## src/rtl/avalon_st_packet_fifo.sv

```systemverilog
// Avalon-ST sink-to-source FIFO with packet framing checks and optional store-and-forward.
// Show-ahead: out_* always presents the head entry; fill_level/almost_full are registered.
module avalon_st_packet_fifo #(
  parameter int DATA_W    = 256,
  parameter int EMPTY_W   = 5,
  parameter int CHANNEL_W = 1,
  parameter int DEPTH     = 16,
  parameter int STORE_FWD = 0,
  parameter int AFULL_TH  = 12
) (
  input  logic                     clk,
  input  logic                     reset,
  input  logic [DATA_W-1:0]        in_data,
  input  logic                     in_valid,
  output logic                     in_ready,
  input  logic                     in_startofpacket,
  input  logic                     in_endofpacket,
  input  logic [EMPTY_W-1:0]       in_empty,
  input  logic [CHANNEL_W-1:0]     in_channel,
  output logic [DATA_W-1:0]        out_data,
  output logic                     out_valid,
  input  logic                     out_ready,
  output logic                     out_startofpacket,
  output logic                     out_endofpacket,
  output logic [EMPTY_W-1:0]       out_empty,
  output logic [CHANNEL_W-1:0]     out_channel,
  output logic [$clog2(DEPTH):0]   fill_level,
  output logic                     almost_full,
  output logic                     framing_err
);

  localparam int AW = $clog2(DEPTH);
  localparam int LW = AW + 1;
  localparam logic [LW-1:0] FULL_LVL = LW'(DEPTH);

  typedef struct packed {
    logic [DATA_W-1:0]    data;
    logic                 sop;
    logic                 eop;
    logic [EMPTY_W-1:0]   empty;
    logic [CHANNEL_W-1:0] channel;
  } entry_t;

  typedef enum logic {FRAME_IDLE, FRAME_BODY} frame_t;

  entry_t          mem [DEPTH];
  entry_t          head;
  logic [AW-1:0]   wr_ptr, rd_ptr;
  logic [LW-1:0]   level, level_nxt, eop_count, eop_count_nxt;
  logic            is_full, is_empty, wr_en, rd_en, wr_eop, rd_eop;
  logic            released, gate;
  frame_t          frame_q, frame_d;
  logic            ferr_d;

  assign is_full  = (level == FULL_LVL);
  assign is_empty = (level == '0);
  assign in_ready = !is_full && !reset;
  assign wr_en    = in_valid && in_ready;
  assign head     = mem[rd_ptr];
  assign rd_en    = out_valid && out_ready;
  assign wr_eop   = wr_en && in_endofpacket;
  assign rd_eop   = rd_en && head.eop;

  // Store-and-forward releases a packet once its eop is stored, or when full so
  // packets longer than the FIFO cannot deadlock; a released packet keeps flowing.
  always_comb begin
    gate = 1'b1;
    if (STORE_FWD != 0)
      gate = (eop_count != '0) || is_full || released;
  end

  assign out_valid         = !is_empty && gate;
  assign out_data          = head.data;
  assign out_startofpacket = head.sop;
  assign out_endofpacket   = head.eop;
  assign out_empty         = head.empty;
  assign out_channel       = head.channel;
  assign fill_level        = level;

  always_comb begin
    level_nxt = level;
    if (wr_en && !rd_en)
      level_nxt = level + LW'(1);
    else if (!wr_en && rd_en)
      level_nxt = level - LW'(1);
  end

  always_comb begin
    eop_count_nxt = eop_count;
    if (wr_eop && !rd_eop)
      eop_count_nxt = eop_count + LW'(1);
    else if (!wr_eop && rd_eop)
      eop_count_nxt = eop_count - LW'(1);
  end

  always_ff @(posedge clk) begin
    if (wr_en)
      mem[wr_ptr] <= {in_data, in_startofpacket, in_endofpacket, in_empty, in_channel};
  end

  always_ff @(posedge clk or posedge reset) begin
    if (reset) begin
      wr_ptr      <= '0;
      rd_ptr      <= '0;
      level       <= '0;
      eop_count   <= '0;
      almost_full <= 1'b0;
      released    <= 1'b0;
    end else begin
      if (wr_en)
        wr_ptr <= wr_ptr + AW'(1);
      if (rd_en)
        rd_ptr <= rd_ptr + AW'(1);
      level       <= level_nxt;
      eop_count   <= eop_count_nxt;
      almost_full <= (int'(level_nxt) >= AFULL_TH);
      // The release gate is only re-armed when a packet's eop leaves the FIFO.
      if (rd_eop)
        released <= 1'b0;
      else if (out_valid)
        released <= 1'b1;
    end
  end

  always_ff @(posedge clk or posedge reset) begin
    if (reset) begin
      frame_q     <= FRAME_IDLE;
      framing_err <= 1'b0;
    end else begin
      frame_q     <= frame_d;
      framing_err <= ferr_d;
    end
  end

  // Framing violations are flagged but the offending word is stored unchanged.
  always_comb begin
    frame_d = frame_q;
    ferr_d  = 1'b0;
    if (wr_en) begin
      ferr_d = (frame_q == FRAME_BODY) ? in_startofpacket : !in_startofpacket;
      if (in_endofpacket)
        frame_d = FRAME_IDLE;
      else if (in_startofpacket)
        frame_d = FRAME_BODY;
    end
  end

endmodule

```

## config.mk

```make
export PLATFORM = sky130hd
export DESIGN_NAME = avalon_st_packet_fifo
export DESIGN_NICKNAME = d
export VERILOG_FILES = /design/src/rtl/avalon_st_packet_fifo.sv
export SDC_FILE = /design/constraint.sdc
export NUM_CORES = 2
export LEC_CHECK = 0
export BUFFER_PORTS_ARGS = -buffer_cell sky130_fd_sc_hd__buf_4
export CORE_UTILIZATION = 56
export DETAILED_ROUTE_END_ITERATION = 10
export PLACE_DENSITY = 0.75
export SLEW_MARGIN = 5
export SYNTH_ARGS = -nofsm -noshare
export SYNTH_HDL_FRONTEND = slang
export SYNTH_MEMORY_MAX_BITS = 65536
export SYNTH_SLANG_ARGS = --single-unit
```

## constraint.sdc

```tcl
create_clock -name clk -period 7.85 [get_ports clk]
set_clock_uncertainty 0.2 [all_clocks]
set_input_delay 0.785 -clock clk [delete_from_list [all_inputs] [get_ports clk]]
set_output_delay 0.785 -clock clk [all_outputs]
set_load 0.005 [all_outputs]
```

==> results.md <==
Run status:
- The flow ran to the end, and the final reports show no timing, DRC or antenna violations.

Logic synthesis:
- Measured against the total synthesized area, the mux share comes to 0.178.
- The number of synthesized register bits is 4240.
- Of the total synthesized cell area, the portion taken by AND, OR, NAND and NOR gates is 0.00584.
- The post-synthesis xor/xnor area fraction is 0.000494.
- The Yosys warning count is 0.
- The fraction of the mapped netlist area in compound gates was 0.00820.
- The portion of the post-synthesis area used by sequential elements is 0.797.
- Averaged over all synthesized cells, the footprint is 25.5 um^2.
- The number of instances in the synthesized netlist is 6275.
- Counting distinct cell types in the post-synthesis netlist gives 34.
- Summing every instance area after synthesis gives 160000 um^2.
- The post-synth net total is 6550.
- The main combinational cell family by area after synthesis is multiplexers.
- The arithmetic-cell share of the synthesized area counting full adders, half adders and majority gates is 0.000674.

Critical path:
- The cell family contributing the most delay on the critical path is flip-flops.
- The nature of the critical path startpoint is a flop.
- The data required time of the worst path is 6860 ps.
- The slowest stage of the critical path belongs to the cell sky130_fd_sc_hd__dfrtp_4.
- The signal arrival time at the worst endpoint is 4540 ps.
- The endpoint identified for the worst register-to-register timing path is mem[4][97].
- Along the worst path, the maximum fanout reaches 45.
- Counting cells, the worst reg-to-reg path comes to 7.
- Traced cell by cell, the critical path runs through buf_12, buf_4, mux4_2, mux4_2, buf_4.
- Counting both buffers and inverters, the worst setup path holds a total of 3.
- The kind of end point of the critical path is an output port.
- The worst register-to-register path begins at fill_level[0].
- The worst setup path is of the flop to output port kind.
- The peak per-stage delay on the critical path is 1250 ps.
- The internal reg-to-reg setup slack is 3760 ps.
- The number of gates on the worst path with buffers counted is 5.

Job:
- Max-cap violations in this run came to 0.

Layout:
- The net count reported at finish is 7555.
- The number of filler instances in the final layout is 17348.
- The signed area change from the synthesized netlist to the final layout is 15.6%.
- The fraction of layout instances using a drive strength above 1 is 0.325.

Power and ir drop:
- Cell internal power was estimated by the tool at 46000 uW.
- The share of total power dissipated in combinational logic is 0.279.
- The power density relative to cell area is 346 nW/um^2.
- Of the total power, the clock network draws 0.304.
- VDD sags by at most 320 uV.
- Of the total power, registers draw 0.417.
- Summing internal, switching and leakage power gives 63900 uW.
- The switching power share of the total is 0.280.
- The analysis attributes to net switching a power of 17900 uW.
- The cell leakage power is 0.0581 uW.

STA:
- Setup violations remaining at the end of the flow were counted as 0.
- The count of final max-slew check failures came to 0.
- Headroom to the max-slew limit came out at 0.151.
- Of the available clock period, the critical path in the final layout requires 0.704.
- The worst path needs 5530 ps of the cycle, external delays included.
- At the pin with the least slew margin, the transition time is 1270 ps.
- The sum of negative setup slack is 0 ps.
- Based on the critical path, the design can be clocked at up to 181 MHz.
- The total count of hold-check failures in the final report is 0.
- Setup repair after global routing left no endpoint under its margin.

Clock tree:
- The CTS tree is yes.
- CTS saw 4240 sinks.
- The total clock buffers created by CTS is 407.
- The buffer type at the clock tree root is sky130_fd_sc_hd__clkbuf_16.
- CTS built an H-tree with a depth of 5.
- The number of gates resized after CTS was 0.
- The clock latency at the later pin of the worst-skew pair is 920 ps.
- Clock-pin slew was measured on the worst setup and hold paths at 70 ps.
- Counting along the longest clock path gives a buffer depth of 4.

Global routing:
- For met2 alone, demand over resource in global routing was 0.417.
- Entering global routing, the biggest net connects 157 pins.
- The global routing met3 resource utilization is 0.0543.
- The sum of overflow across all layers after global routing is 0.
- The first global-routing pass estimated 527 mm of wire.
- The met1 capacity usage during global routing is 0.354.
- The busiest layer in global routing is met2.
- The initial antenna violation count is 57.
- For this run, the total global-route usage over all layers was measured as 0.255.
- The via count of the first global-routing pass is 76519.

Drt:
- After detailed routing, the average wire length per cell comes to 32.0 um.
- After detailed routing, the number of vias per cell comes to 6.42.
- The number of violations reported at the end of detailed-routing iteration 0 is 7814.
- In this run the remaining antenna-violating nets after routing total 0.
- The number of design rule violations left after detail routing is 0.
- The total detailed-routing wirelength is 364 mm.
- Summing over every cut layer, the via total after detailed routing is 73142.
- The number of search-and-repair iterations in the first detailed-routing pass is 5.

Placement:
- Input and output buffers added on the ports amount to 540.
- The total half-perimeter wirelength after legalization and detailed placement is 171 mm.
- At the end of routability-driven placement, the weighted congestion stood at 0.750.

Floorplanning:
- The floorplan row count is 195.
- The horizontal die dimension is 536 um.
- The floorplan step defined a die boundary enclosing 287000 um^2.
- The die outline height is 536 um.
- In this run the standard cell core region covers 283000 um^2.
- During I/O placement, the number of pins put on the boundary was 541.
- For this configuration, the core starts out at a cell density of 0.564.

Min path:
- The cell depth of the worst hold path is 3.
- The worst hold path class is input pin to flop.
- The endpoint with the worst hold slack is rd_ptr[0].
- The start point of the worst min-delay path is out_ready.
## kinds of logic (layout without fill, tap and decap cells)
kind of cell / after synthesis / count (layout)
buffers and inverters: 337 / 1686
DFF: 4240 / 4240
AOI/OAI and AO/OA: 209 / 209
muxes: 1321 / 1321
adders and majority gates: 9 / 9
and+or+nand+nor: 150 / 150
xor gates and xnor gates: 9 / 9
other: 0 / 28
## per-stage QoR
step,cell area [um^2],hold slack (ps),instances,setup WS (ps),util
finish,185000,123,11395,2320,0.652
global route,185000,79.3,11378,2120,0.652
CTS,184000,52.3,11367,2200,0.652
detailed placement,169000,333,10349,3220,0.596
global placement,169000,325,10349,3250,0.596
floorplan,160000,302,6275,-463,-
## worst reg2reg max path, delay by kind of cell, from the launching register on
kind	cells	cell delay, ps
flops	1	470
simple gates	4	1700
buf+inv	2	740
fa+ha+maj	1	260
## power groups by stage
stage	logic [uW]	clock network (uW)	registers, uW
final	17800	19400	26700
after global routing	18900	20500	26700
after CTS	18100	19700	26700
after detailed placement	17800	0	27100
after global placement	17600	0	27000
after floorplan	11500	0	27000
## flip-flops by register name, summed over array words and instances (netlist names)
register     cells
mem           4224
fill_level       5
framing_err      1
almost_full      1
rd_ptr           4
frame_q          1
wr_ptr           4
## what timing repair did
item / CTS / global route
hold endpoints to repair: 4241 / 0
buffers inserted: 0 / 0
hold buffers: 265 / 0
## cells in the mapped netlist
cell type	n	area share
sky130_fd_sc_hd__nand4bb_1	1	0.000071
sky130_fd_sc_hd__xor2_1	1	0.000055
sky130_fd_sc_hd__mux4_2	1221	0.17
sky130_fd_sc_hd__nor3b_1	2	0.000094
sky130_fd_sc_hd__buf_2	126	0.0039
sky130_fd_sc_hd__mux2i_1	100	0.0063
sky130_fd_sc_hd__or4b_2	1	0.000063
sky130_fd_sc_hd__buf_1	23	0.00054
sky130_fd_sc_hd__xnor2_1	8	0.00044
sky130_fd_sc_hd__nand4_1	2	0.000078
sky130_fd_sc_hd__a21oi_1	102	0.0032
sky130_fd_sc_hd__and4_1	4	0.00022
sky130_fd_sc_hd__nor4b_1	3	0.00016
sky130_fd_sc_hd__a211oi_1	102	0.0048
sky130_fd_sc_hd__inv_1	7	0.00016
sky130_fd_sc_hd__or3_1	2	0.000078
sky130_fd_sc_hd__nor4bb_1	1	0.000063
sky130_fd_sc_hd__nor3_1	2	0.000063
sky130_fd_sc_hd__a41oi_1	1	0.000055
sky130_fd_sc_hd__and2_1	14	0.00055
sky130_fd_sc_hd__dfrtp_1	16	0.0025
sky130_fd_sc_hd__ha_1	7	0.00055
sky130_fd_sc_hd__nor2b_1	100	0.0039
sky130_fd_sc_hd__o21ai_0	3	0.000094
sky130_fd_sc_hd__a41o_1	1	0.000063
sky130_fd_sc_hd__nand2_1	11	0.00026
sky130_fd_sc_hd__buf_4	23	0.0011
sky130_fd_sc_hd__buf_6	3	0.00021
sky130_fd_sc_hd__clkbuf_1	155	0.0036
sky130_fd_sc_hd__edfxtp_1	4224	0.79
sky130_fd_sc_hd__nand2b_1	1	0.000039
sky130_fd_sc_hd__maj3_1	2	0.00013
sky130_fd_sc_hd__nand3b_1	2	0.000094
sky130_fd_sc_hd__nor2_1	4	0.000094
## worst max path at each step
stage              start            end  slack, ps
5_1_grt        rd_ptr[0]  out_data[233]       2120
2_1_floorplan   in_valid      mem[5][0]       -460
3_3_place_gp   rd_ptr[0]  out_data[233]       3250
6_report       rd_ptr[0]  out_data[233]       2320
4_1_cts        rd_ptr[0]  out_data[233]       2200
3_5_place_dp   rd_ptr[0]  out_data[233]       3220
## cell type report
class,instances,area [um^2],area share
timing repair buffer,926,8280,0.0448
clock buffer,497,10500,0.0571
tap,3743,4680,0.0254
sequential,4240,127000,0.689
inverter,7,26.3,0.000142
multi-input combinational,1698,31000,0.168
antenna,28,70.1,0.000380
clock inverter,256,2740,0.0149
## layout by cell type (no fill, tap or decap), types with 14 or more instances in the layout
cell type,synthesis,layout
sky130_fd_sc_hd__edfxtp_1,4224,4224
sky130_fd_sc_hd__mux4_2,1221,1221
sky130_fd_sc_hd__buf_4,23,608
sky130_fd_sc_hd__clkbuf_16,0,408
sky130_fd_sc_hd__dlygate4sd3_1,0,265
sky130_fd_sc_hd__a211oi_1,102,102
sky130_fd_sc_hd__a21oi_1,102,102
sky130_fd_sc_hd__mux2i_1,100,100
sky130_fd_sc_hd__nor2b_1,100,100
sky130_fd_sc_hd__clkinv_1,0,91
sky130_fd_sc_hd__clkbuf_1,155,89
sky130_fd_sc_hd__clkinv_2,0,77
sky130_fd_sc_hd__buf_12,0,53
sky130_fd_sc_hd__bufinv_16,0,42
sky130_fd_sc_hd__diode_2,0,28
sky130_fd_sc_hd__clkinvlp_4,0,15
sky130_fd_sc_hd__clkinv_16,0,14
## routing by layer
layer  vias to the layer above  part of all wire
li1                      29419                 -
met1                     39435              0.38
met2                      3591              0.50
met3                       635             0.096
met4                        62             0.023
met5                         -            0.0011
No activity file was read; power rests on OpenSTA's default activity.
